<file path="src/rtl/huffman_pkg.sv">
// huffman_pkg: shared types, widths and helpers for the configurable Huffman decoder
package huffman_pkg;
    localparam int DEF_IN_W         = 32;
    localparam int DEF_SYM_W        = 4;
    localparam int DEF_MAX_CODE_LEN = 6;
    localparam int LEN_W            = $clog2(DEF_MAX_CODE_LEN + 1);
    localparam int NB_W             = $clog2(DEF_IN_W);

    typedef struct packed {
        logic [LEN_W-1:0]            len;
        logic [DEF_MAX_CODE_LEN-1:0] code;
        logic [DEF_SYM_W-1:0]        sym;
    } entry_t;

    typedef enum logic [2:0] {S_IDLE, S_RUN, S_DRAIN, S_DONE, S_ERROR} state_t;

    localparam logic [1:0] ERR_NONE    = 2'd0;
    localparam logic [1:0] ERR_INVALID = 2'd1;
    localparam logic [1:0] ERR_TRAIL   = 2'd2;

    function automatic logic [DEF_MAX_CODE_LEN-1:0] len_mask(input logic [LEN_W-1:0] l);
        for (int j = 0; j < DEF_MAX_CODE_LEN; j++) len_mask[j] = LEN_W'(j) < l;
    endfunction
endpackage

</file>
<file path="src/rtl/huffman_match_lut.sv">
// huffman_match_lut: priority matcher of buffered stream bits against the code table
module huffman_match_lut
    import huffman_pkg::*;
#(
    parameter int NUM_SYM = 2 ** DEF_SYM_W
) (
    input  entry_t                      tbl [NUM_SYM],
    input  logic [DEF_MAX_CODE_LEN-1:0] bits,
    input  logic [LEN_W-1:0]            avail,
    output logic                        match,
    output logic [LEN_W-1:0]            len,
    output logic [DEF_SYM_W-1:0]        sym
);
    // scan from the top so the lowest matching index is the one left standing
    always_comb begin
        match = 1'b0;
        len   = '0;
        sym   = '0;
        for (int i = NUM_SYM - 1; i >= 0; i--) begin
            if (tbl[i].len != '0 && tbl[i].len <= avail &&
                ((bits ^ tbl[i].code) & len_mask(tbl[i].len)) == '0) begin
                match = 1'b1;
                len   = tbl[i].len;
                sym   = tbl[i].sym;
            end
        end
    end
endmodule

</file>
<file path="src/rtl/huffman_decoder_cfg.sv">
// huffman_decoder_cfg: table-programmable Huffman bitstream decoder with backpressure and drain
module huffman_decoder_cfg
    import huffman_pkg::*;
#(
    parameter int IN_W         = DEF_IN_W,
    parameter int SYM_W        = DEF_SYM_W,
    parameter int MAX_CODE_LEN = DEF_MAX_CODE_LEN,
    parameter int BUF_W        = 64,
    parameter int CNT_W        = 16
) (
    input  logic                              clk,
    input  logic                              reset_n,
    input  logic                              start,
    input  logic                              abort,
    input  logic                              cfg_we,
    input  logic [SYM_W-1:0]                  cfg_idx,
    input  logic [$clog2(MAX_CODE_LEN+1)-1:0] cfg_len,
    input  logic [MAX_CODE_LEN-1:0]           cfg_code,
    input  logic [SYM_W-1:0]                  cfg_sym,
    input  logic [IN_W-1:0]                   in_data,
    input  logic                              in_valid,
    input  logic                              in_last,
    input  logic [$clog2(IN_W)-1:0]           in_nbits,
    output logic                              in_ready,
    output logic [SYM_W-1:0]                  out_sym,
    output logic                              out_valid,
    input  logic                              out_ready,
    output logic [CNT_W-1:0]                  sym_count,
    output logic                              busy,
    output logic                              done,
    output logic                              err,
    output logic [1:0]                        err_code
);
    localparam int CW      = $clog2(BUF_W + 1);
    localparam int LW      = $clog2(MAX_CODE_LEN + 1);
    localparam int NUM_SYM = 2 ** SYM_W;

    state_t            state_q, state_d;
    logic [BUF_W-1:0]  buf_q, buf_d;
    logic [CW-1:0]     cnt_q, cnt_d, consumed, remaining, nb;
    entry_t            tbl_q [NUM_SYM];
    logic [SYM_W-1:0]  out_sym_q, m_sym;
    logic              out_valid_q, err_q, match, fire, accept, clr, err_set;
    logic [CNT_W-1:0]  sym_count_q;
    logic [1:0]        err_code_q, err_val;
    logic [LW-1:0]     m_len, avail;
    logic [IN_W-1:0]   rev;

    huffman_match_lut #(.NUM_SYM(NUM_SYM)) u_lut (
        .tbl   (tbl_q),
        .bits  (buf_q[MAX_CODE_LEN-1:0]),
        .avail (avail),
        .match (match),
        .len   (m_len),
        .sym   (m_sym)
    );

    assign avail     = (cnt_q >= CW'(MAX_CODE_LEN)) ? LW'(MAX_CODE_LEN) : LW'(cnt_q);
    assign in_ready  = state_q == S_RUN && cnt_q <= CW'(BUF_W - IN_W);
    assign accept    = in_ready && in_valid;
    assign fire      = match && (state_q == S_RUN || state_q == S_DRAIN) && (!out_valid_q || out_ready);
    assign consumed  = fire ? CW'(m_len) : '0;
    assign remaining = cnt_q - consumed;
    assign nb        = (in_last && in_nbits != '0) ? CW'(in_nbits) : CW'(IN_W);
    assign clr       = start && !abort && (state_q == S_IDLE || state_q == S_ERROR);
    assign buf_d     = (abort || clr) ? '0 : (buf_q >> consumed) | (accept ? BUF_W'(rev) << remaining : '0);
    assign cnt_d     = (abort || clr) ? '0 : remaining + (accept ? nb : '0);

    assign out_sym   = out_sym_q;
    assign out_valid = out_valid_q;
    assign sym_count = sym_count_q;
    assign busy      = state_q == S_RUN || state_q == S_DRAIN;
    assign done      = state_q == S_DONE;
    assign err       = err_q;
    assign err_code  = err_code_q;

    // bit-reverse the word so stream bit k lands at buffer bit k; bits past the valid count are zeroed
    always_comb begin
        rev = '0;
        for (int k = 0; k < IN_W; k++) rev[k] = in_data[IN_W-1-k] & (CW'(k) < nb);
    end

    // next-state logic; abort overrides everything and keeps the error flag
    always_comb begin
        state_d = state_q;
        err_set = 1'b0;
        err_val = ERR_NONE;
        case (state_q)
            S_IDLE:  if (start) state_d = S_RUN;
            S_RUN: begin
                if (!match && cnt_q >= CW'(MAX_CODE_LEN)) begin
                    state_d = S_ERROR;
                    err_set = 1'b1;
                    err_val = ERR_INVALID;
                end else if (accept && in_last) state_d = S_DRAIN;
            end
            S_DRAIN: begin
                if (cnt_q == '0 && !out_valid_q) state_d = S_DONE;
                else if (!match && cnt_q != '0) begin
                    state_d = S_ERROR;
                    err_set = 1'b1;
                    err_val = ERR_TRAIL;
                end
            end
            S_DONE:  state_d = S_IDLE;
            S_ERROR: if (start) state_d = S_RUN;
            default: state_d = S_IDLE;
        endcase
        if (abort) begin
            state_d = S_IDLE;
            err_set = 1'b0;
        end
    end

    // sequencing, bit buffer, output register and status
    always_ff @(posedge clk or negedge reset_n) begin
        if (!reset_n) begin
            state_q     <= S_IDLE;
            buf_q       <= '0;
            cnt_q       <= '0;
            out_sym_q   <= '0;
            out_valid_q <= 1'b0;
            sym_count_q <= '0;
            err_q       <= 1'b0;
            err_code_q  <= ERR_NONE;
        end else begin
            state_q     <= state_d;
            buf_q       <= buf_d;
            cnt_q       <= cnt_d;
            out_valid_q <= abort ? 1'b0 : fire ? 1'b1 : out_ready ? 1'b0 : out_valid_q;
            if (fire) out_sym_q <= m_sym;
            sym_count_q <= clr ? '0 : (fire && sym_count_q != '1) ? sym_count_q + CNT_W'(1) : sym_count_q;
            err_q       <= clr ? 1'b0 : err_set ? 1'b1 : err_q;
            err_code_q  <= clr ? ERR_NONE : err_set ? err_val : err_code_q;
        end
    end

    // code table, writable only while idle and wiped by reset
    always_ff @(posedge clk or negedge reset_n) begin
        if (!reset_n) begin
            for (int i = 0; i < NUM_SYM; i++) tbl_q[i] <= '0;
        end else if (state_q == S_IDLE && cfg_we) begin
            tbl_q[cfg_idx] <= {cfg_len, cfg_code, cfg_sym};
        end
    end
endmodule

</file>
<file path="config.mk">
export PLATFORM = sky130hd
export DESIGN_NAME = huffman_decoder_cfg
export DESIGN_NICKNAME = d
export VERILOG_FILES = /design/src/rtl/huffman_pkg.sv /design/src/rtl/huffman_match_lut.sv /design/src/rtl/huffman_decoder_cfg.sv
export SDC_FILE = /design/constraint.sdc
export NUM_CORES = 1
export LEC_CHECK = 0
export ABC_AREA = 1
export ABC_CLOCK_PERIOD_IN_PS = 7600
export CORE_UTILIZATION = 45
export DETAILED_ROUTE_END_ITERATION = 10
export PLACE_DENSITY = 0.66
export SLEW_MARGIN = 10
export SYNTH_ARGS = -nofsm -noshare
export SYNTH_HDL_FRONTEND = slang
export SYNTH_SLANG_ARGS = --single-unit
</file>
<file path="constraint.sdc">
create_clock -name clk -period 7.6 [get_ports clk]
set_input_delay 0.76 -clock clk [delete_from_list [all_inputs] [get_ports clk]]
set_output_delay 0.76 -clock clk [all_outputs]
set_load 0.01 [all_outputs]
</file>
Word level (Yosys, flattened, before mapping)
Cells that the tools add are included.

word-level totals
  word-level logic and storage cells = 460
  register bits after elaboration = 306
  output and inout bits = 27
  bits of input ports = 62

cells by class
  $add $sub $neg = 3
  reductions and logical operators = 94
  equal/unequal tests = 8
  bitwise operators = 66
  magnitude comparators = 148
  shifts and indexed selects = 2
  muxes and demuxes = 83

operators with widths
  kind                                                        count
  bitwise mux 208 bit                                         1
  two-way mux 64 bit                                          2
  bitwise AND 6 bit                                           16
  zero test 6 bit                                             16
  less-than comparator 1 x 3 -> 1 bit (first input constant)  32
  less-than comparator 2 x 3 -> 1 bit (first input constant)  32
  less-than comparator 3 bit (first input constant)           32
  less-than comparator 5 x 6 -> 1 bit (first input constant)  16
  bitwise XOR 6 bit                                           16
  two-way mux 3 bit                                           24
  two-way mux 4 bit                                           16
  bitwise OR 64 bit                                           1
  left shift 32 x 7 -> 64 bit                                 1
  >> shifter 64 x 3 -> 64 bit                                 1
  demux 13 bit (select 4 bit)                                 1
  nonzero test 3 bit                                          17
  less-or-equal comparator 3 bit                              16
  less-than comparator 4 x 6 -> 1 bit (first input constant)  8
  logical AND 1 bit                                           46
  bitwise AND 1 bit                                           32
  two-way mux 16 bit                                          2
  two-way mux 1 bit                                           26
  less-than comparator 3 x 6 -> 1 bit (first input constant)  4
  adder 16 x 1 -> 16 bit (second input constant)              1
  other kinds (31)                                            45

Depth between registers and ports, before layout
  word-level depth = 29
  depth in mapped cells = 50
  mapped depth without buffers = 46

Modules after synthesis
From an unflattened synthesis, not the netlist that was laid out.

unflattened totals
  cell total of the unflattened synthesis = 2932
  area total of the unflattened synthesis = 21231.6 um^2

by module, submodules not included
  module               cells an instance  seq. area each (um^2)  area an instance (um^2)  times used
  huffman_decoder_cfg  2121               7657.3                 16694.8                  1
  huffman_match_lut    811                0.0                    4536.9                   1

Worst setup path after synthesis
Ideal clock, no wire load.

  path kind = reg-to-reg
  from = register cnt_q[3]
  to = register buf_q[10]
  buffers on the path = 4
  setup time = 0.063 ns
  path slack = 1.569 ns
  cell stages (with the launch flop) = 47
  arrival time = 5.968 ns
  required time = 7.537 ns
  period minus slack after synthesis = 6.031 ns
  cells stage by stage = dfrtp_1 -> nor2_4 -> nand3_4 -> nor2_1 -> ha_1 -> nand2_1 -> nor2_1 -> or2_2 -> o21bai_1 -> nand3_1 -> nor2_1 -> nor2_1 -> nand2_1 -> nand2_1 -> nand2_1 -> nand2_1 -> nand2_1 -> nand2_1 -> (+11 left out) -> inv_1 -> ha_1 -> inv_1 -> fa_1 -> nand2_1 -> nand2_1 -> nor2_1 -> nand2_1 -> xor2_1 -> nor2_1 -> inv_1 -> nor2_1 -> buf_2 -> clkbuf_1 -> nand2_1 -> nand3_1 -> nand2_1 -> inv_1

on the way
  cells in the longest elaborated chain, start to end = 29
  elaborated cells between the ends (all ways) = 94
  classes of those cells = add/sub (1); order compare (18); shift (2); mux (36); bitwise (1); reduce/logical (36)

ends and longest elaborated chain
  what                              RTL line                    source
  from (decl)                       huffman_decoder_cfg.sv:40   logic [CW-1:0] cnt_q, cnt_d, consumed, remaining, nb;
  from (signal assigned)            huffman_decoder_cfg.sv:129  cnt_q <= cnt_d;
  >= comparator 7 x 3 -> 1 bit      huffman_decoder_cfg.sv:58   assign avail = (cnt_q >= CW'(MAX_CODE_LEN)) ? LW'(MAX_CODE_LEN) : LW'(cnt_q);
  two-way mux 3 bit                 huffman_decoder_cfg.sv:58
  less-or-equal comparator 3 bit    huffman_match_lut.sv:20     if (tbl[i].len != '0 && tbl[i].len <= avail &&
  logical AND 1 bit (2 in series)   huffman_match_lut.sv:20
  two-way mux 1 bit (16 in series)  huffman_match_lut.sv:20
  logical AND 1 bit (2 in series)   huffman_decoder_cfg.sv:61   assign fire = match && (state_q == S_RUN || state_q == S_DRAIN) && (!out_valid_q || out_ready);
  two-way mux 3 bit                 huffman_decoder_cfg.sv:62   assign consumed = fire ? CW'(m_len) : '0;
  subtractor 7 x 3 -> 7 bit         huffman_decoder_cfg.sv:63   assign remaining = cnt_q - consumed;
  left shift 32 x 7 -> 64 bit       huffman_decoder_cfg.sv:66   assign buf_d = (abort || clr) ? '0 : (buf_q >> consumed) | (accept ? BUF_W'(rev) << remaining : '0);
  two-way mux 64 bit                huffman_decoder_cfg.sv:66
  bitwise OR 64 bit *               huffman_decoder_cfg.sv:66
  two-way mux 64 bit *              huffman_decoder_cfg.sv:66
  via buf_d[10]                     huffman_decoder_cfg.sv:39   logic [BUF_W-1:0] buf_q, buf_d;
  to (signal assigned)              huffman_decoder_cfg.sv:128  buf_q <= buf_d;
  to (decl)                         huffman_decoder_cfg.sv:39

Mark *: on every way through the listed nets, which the timed path passes. The rest lies on a longest branch.
A chain may end at the register's enable or synchronous reset.

Final worst setup path
  from = register cnt_q[3]
  to = register buf_q[58]

The elaborated chain is that of the path after synthesis.

==> impl_metrics.toml <==
[logic_synthesis]
synthesis.area_um2 = 20900
netlist_instances = 3041
synth_most_common_cell = "nand2_1"
synth-seq-area-share_pct = 36.6
synth.ff_latch_count = 306
syn-num-nets = 3147
synthArstFlopShare_pct = 100
synth_edf_count = 0
synthTopCellsByArea = "dfrtp_1 37%, nand2_1 15%, nand3_1 11%"
yosys-top-cells-count = "817 x nand2_1, 451 x nand3_1, 417 x o21ai_0"
yosysWarnings = 0
netlist.area_leader.share_pct = 36.6
synth_top_area_cell = "dfrtp_1"
ys.flop_type = "dfrtp_1"
avgSynthCellArea_um2 = 6.89
synthDistinctLibCells = 64

[worst_setup_path]
critPathMaxStageDelay_ns = 0.74
required_ns = 8.03
rr_endpoint = "buf_q[58]$_DFF_PN0_"
crit_type = "reg -> reg"
crit_start = "cnt_q[3]$_DFF_PN0_"
path_max_fanout = 39
worst_ep_arrival_time_ns = 7.48
critPathSlowestCell = "inv_1"
r2r_cells = 30
r2r_slack_ns = 0.54
path_depth = 30
end_kind = "register"
start_kind = "register"
r2r_start = "cnt_q[3]$_DFF_PN0_"
critPathTopFamily = "simple AND/OR/NAND/NOR gates"
cp-endpoint = "buf_q[58]$_DFF_PN0_"
worst-path-buf-inv = 5

[die]
initial_core_util_pct = 45.9
core-area_um2 = 45700
io_pins = 89
die-width_um = 218
std_cell_rows = 78
die_area_um2 = 47400
die_h_um = 218

[routing]
wl_met2_um = 31700
first_iter_violations = 2077
final_antenna_net_count = 0
vias = 21000
met3_length_um = 4410
highest_layer = "met4"
first_pass_iters = 6
routed_wl_um = 68300
routed_via_density = 5.73
m1WireLength_um = 28700
post-route-drc-count = 0
wl_per_cell_um = 18.7

[sta]
period_needed_ns = 7.06
finClkSkew_ns = 0.0309
worst_pin_slew_ns = 1.28
slew_headroom_pct = 14.5
max_freq_mhz = 142
timing.final.setup_violations = 0
slew_violations = 0
period_share_pct = 92.9
fin_tns_setup_ns = 0
hold_viol = 0
rsz0062_at_grt = "false"

[clock_network]
clk_pin_slew_worst_paths_ns = 0.06
htreeDepth = 2
cts.repair.resized = 0
cts.path.max_buffers = 3
cts_hold_buf = 0
cts_tree = "built"
post_cts_buffers = 0
cts_root_buf = "clkbuf_16"
clock_sinks = 306
cts_buffers = 37
clkLatencyLatePin_ns = 0.59

[cells_and_area]
fin_nets = 3140
num_antenna_cells = 0
final_layout_size_suffix_gt1_share_pct = 5.29
area_growth_syn_to_layout_pct = 11.8

[grt]
overflow = 0
grt_max_degree = 164
grt_pass1_vias = 20100
grt_pass1_wl_um = 110000
gr-usage-all-layers_pct = 29.2
antenna_found_initial = 0

[min_path]
hold_path.class = "in -> async"

[placement]
dp_hpwl_um = 47500
gp_congestion = 0.964
port_buffers = 88

[run_status]
outcome = "finished clean"

[job]
drv_cap = 0
[flip-flops by register name, indices dropped and copies added, names as in the netlist]
name and flops:
buf_q 64, cnt_q 7, err 1, err_code 2, out_sym 4, out_valid 1, state_q 3, sym_count 16
tbl_q 208
[cells in the final DEF, fill, tap and decap left out, drive strengths merged, types with 5 or more instances in the layout]
master	netlist	routed
clkinv	2	11
nand4	17	17
nand2	824	824
nor3	26	26
o211ai	31	31
mux2i	13	13
clkdlybuf4s50	0	87
dfrtp	306	306
o21bai	9	9
bufinv	0	8
clkbuf	91	49
a31oi	6	6
o21a	5	5
nand3	459	459
o21ai	436	436
xnor2	41	41
inv	256	257
xor2	26	26
buf	78	36
nor2	186	186
or2	15	15
a21oi	113	113
o221ai	6	6
ha	42	42
a211oi	8	8
nor3b	5	5
[routing by layer]
metal,global-route usage (%),vias to the layer above
met5,0,-
met4,14.7,0
met3,3.99,202
met2,48.0,788
met1,37.4,9902
li1,-,10100
[metrics by stage]
step                      hold slack, ns  utilization, %  cells  setup WS (ns)  area (µm²)
final                              0.161            51.3   3663          0.543       23400
after global routing               0.213            51.3   3663         0.0578       23400
after CTS                          0.179            51.3   3663          0.665       23400
after detailed placement           0.470            48.3   3595          0.665       22000
after global placement             0.462            48.3   3595          0.846       22000
after floorplan                    0.446               -   3041           1.57       20900
[cell type report]
type / instances / area (µm²)
Clock inverter: 19 / 349
Timing Repair Buffer: 123 / 1160
Tap cell: 600 / 751
Multi-Input combinational cell: 2308 / 11500
Inverter: 258 / 971
Clock buffer: 49 / 1030
Fill cell: 4469 / 22300
Sequential cell: 306 / 7660
[worst min-delay path by stage]
stage                            from                     end  cells after the start
2_1_floorplan  tbl_q[169]$_DFFE_PN0P_  tbl_q[169]$_DFFE_PN0P_                      2
3_3_place_gp    tbl_q[42]$_DFFE_PN0P_   tbl_q[42]$_DFFE_PN0P_                      2
3_5_place_dp    tbl_q[40]$_DFFE_PN0P_   tbl_q[40]$_DFFE_PN0P_                      2
4_1_cts                       reset_n   tbl_q[18]$_DFFE_PN0P_                      1
5_1_grt                       reset_n    tbl_q[2]$_DFFE_PN0P_                      1
6_report                      reset_n   tbl_q[30]$_DFFE_PN0P_                      1
[worst register-to-register path, delay by kind of cell (launching register included)]
family / cells / cell delay (ns)
AO/OA/AOI/OAI: 8 / 2.20
flip-flops: 1 / 0.44
AND/OR/NAND/NOR: 15 / 2.37
adder cells (fa/ha/maj): 2 / 0.58
buffers and inverters: 5 / 1.32
[logic make-up after synthesis]
logic type	synth area share, %
AND/OR/NAND/NOR	31.8
XOR/XNOR	2.80
multiplexers	0.729
flip-flops	36.6
buffers and inverters	8.74
AO/OA/AOI/OAI	16.7
adder cells (fa/ha/maj)	2.70
Power is not shown: default switching activity piles up to over one toggle a cycle in this logic, so the estimate is an artifact.
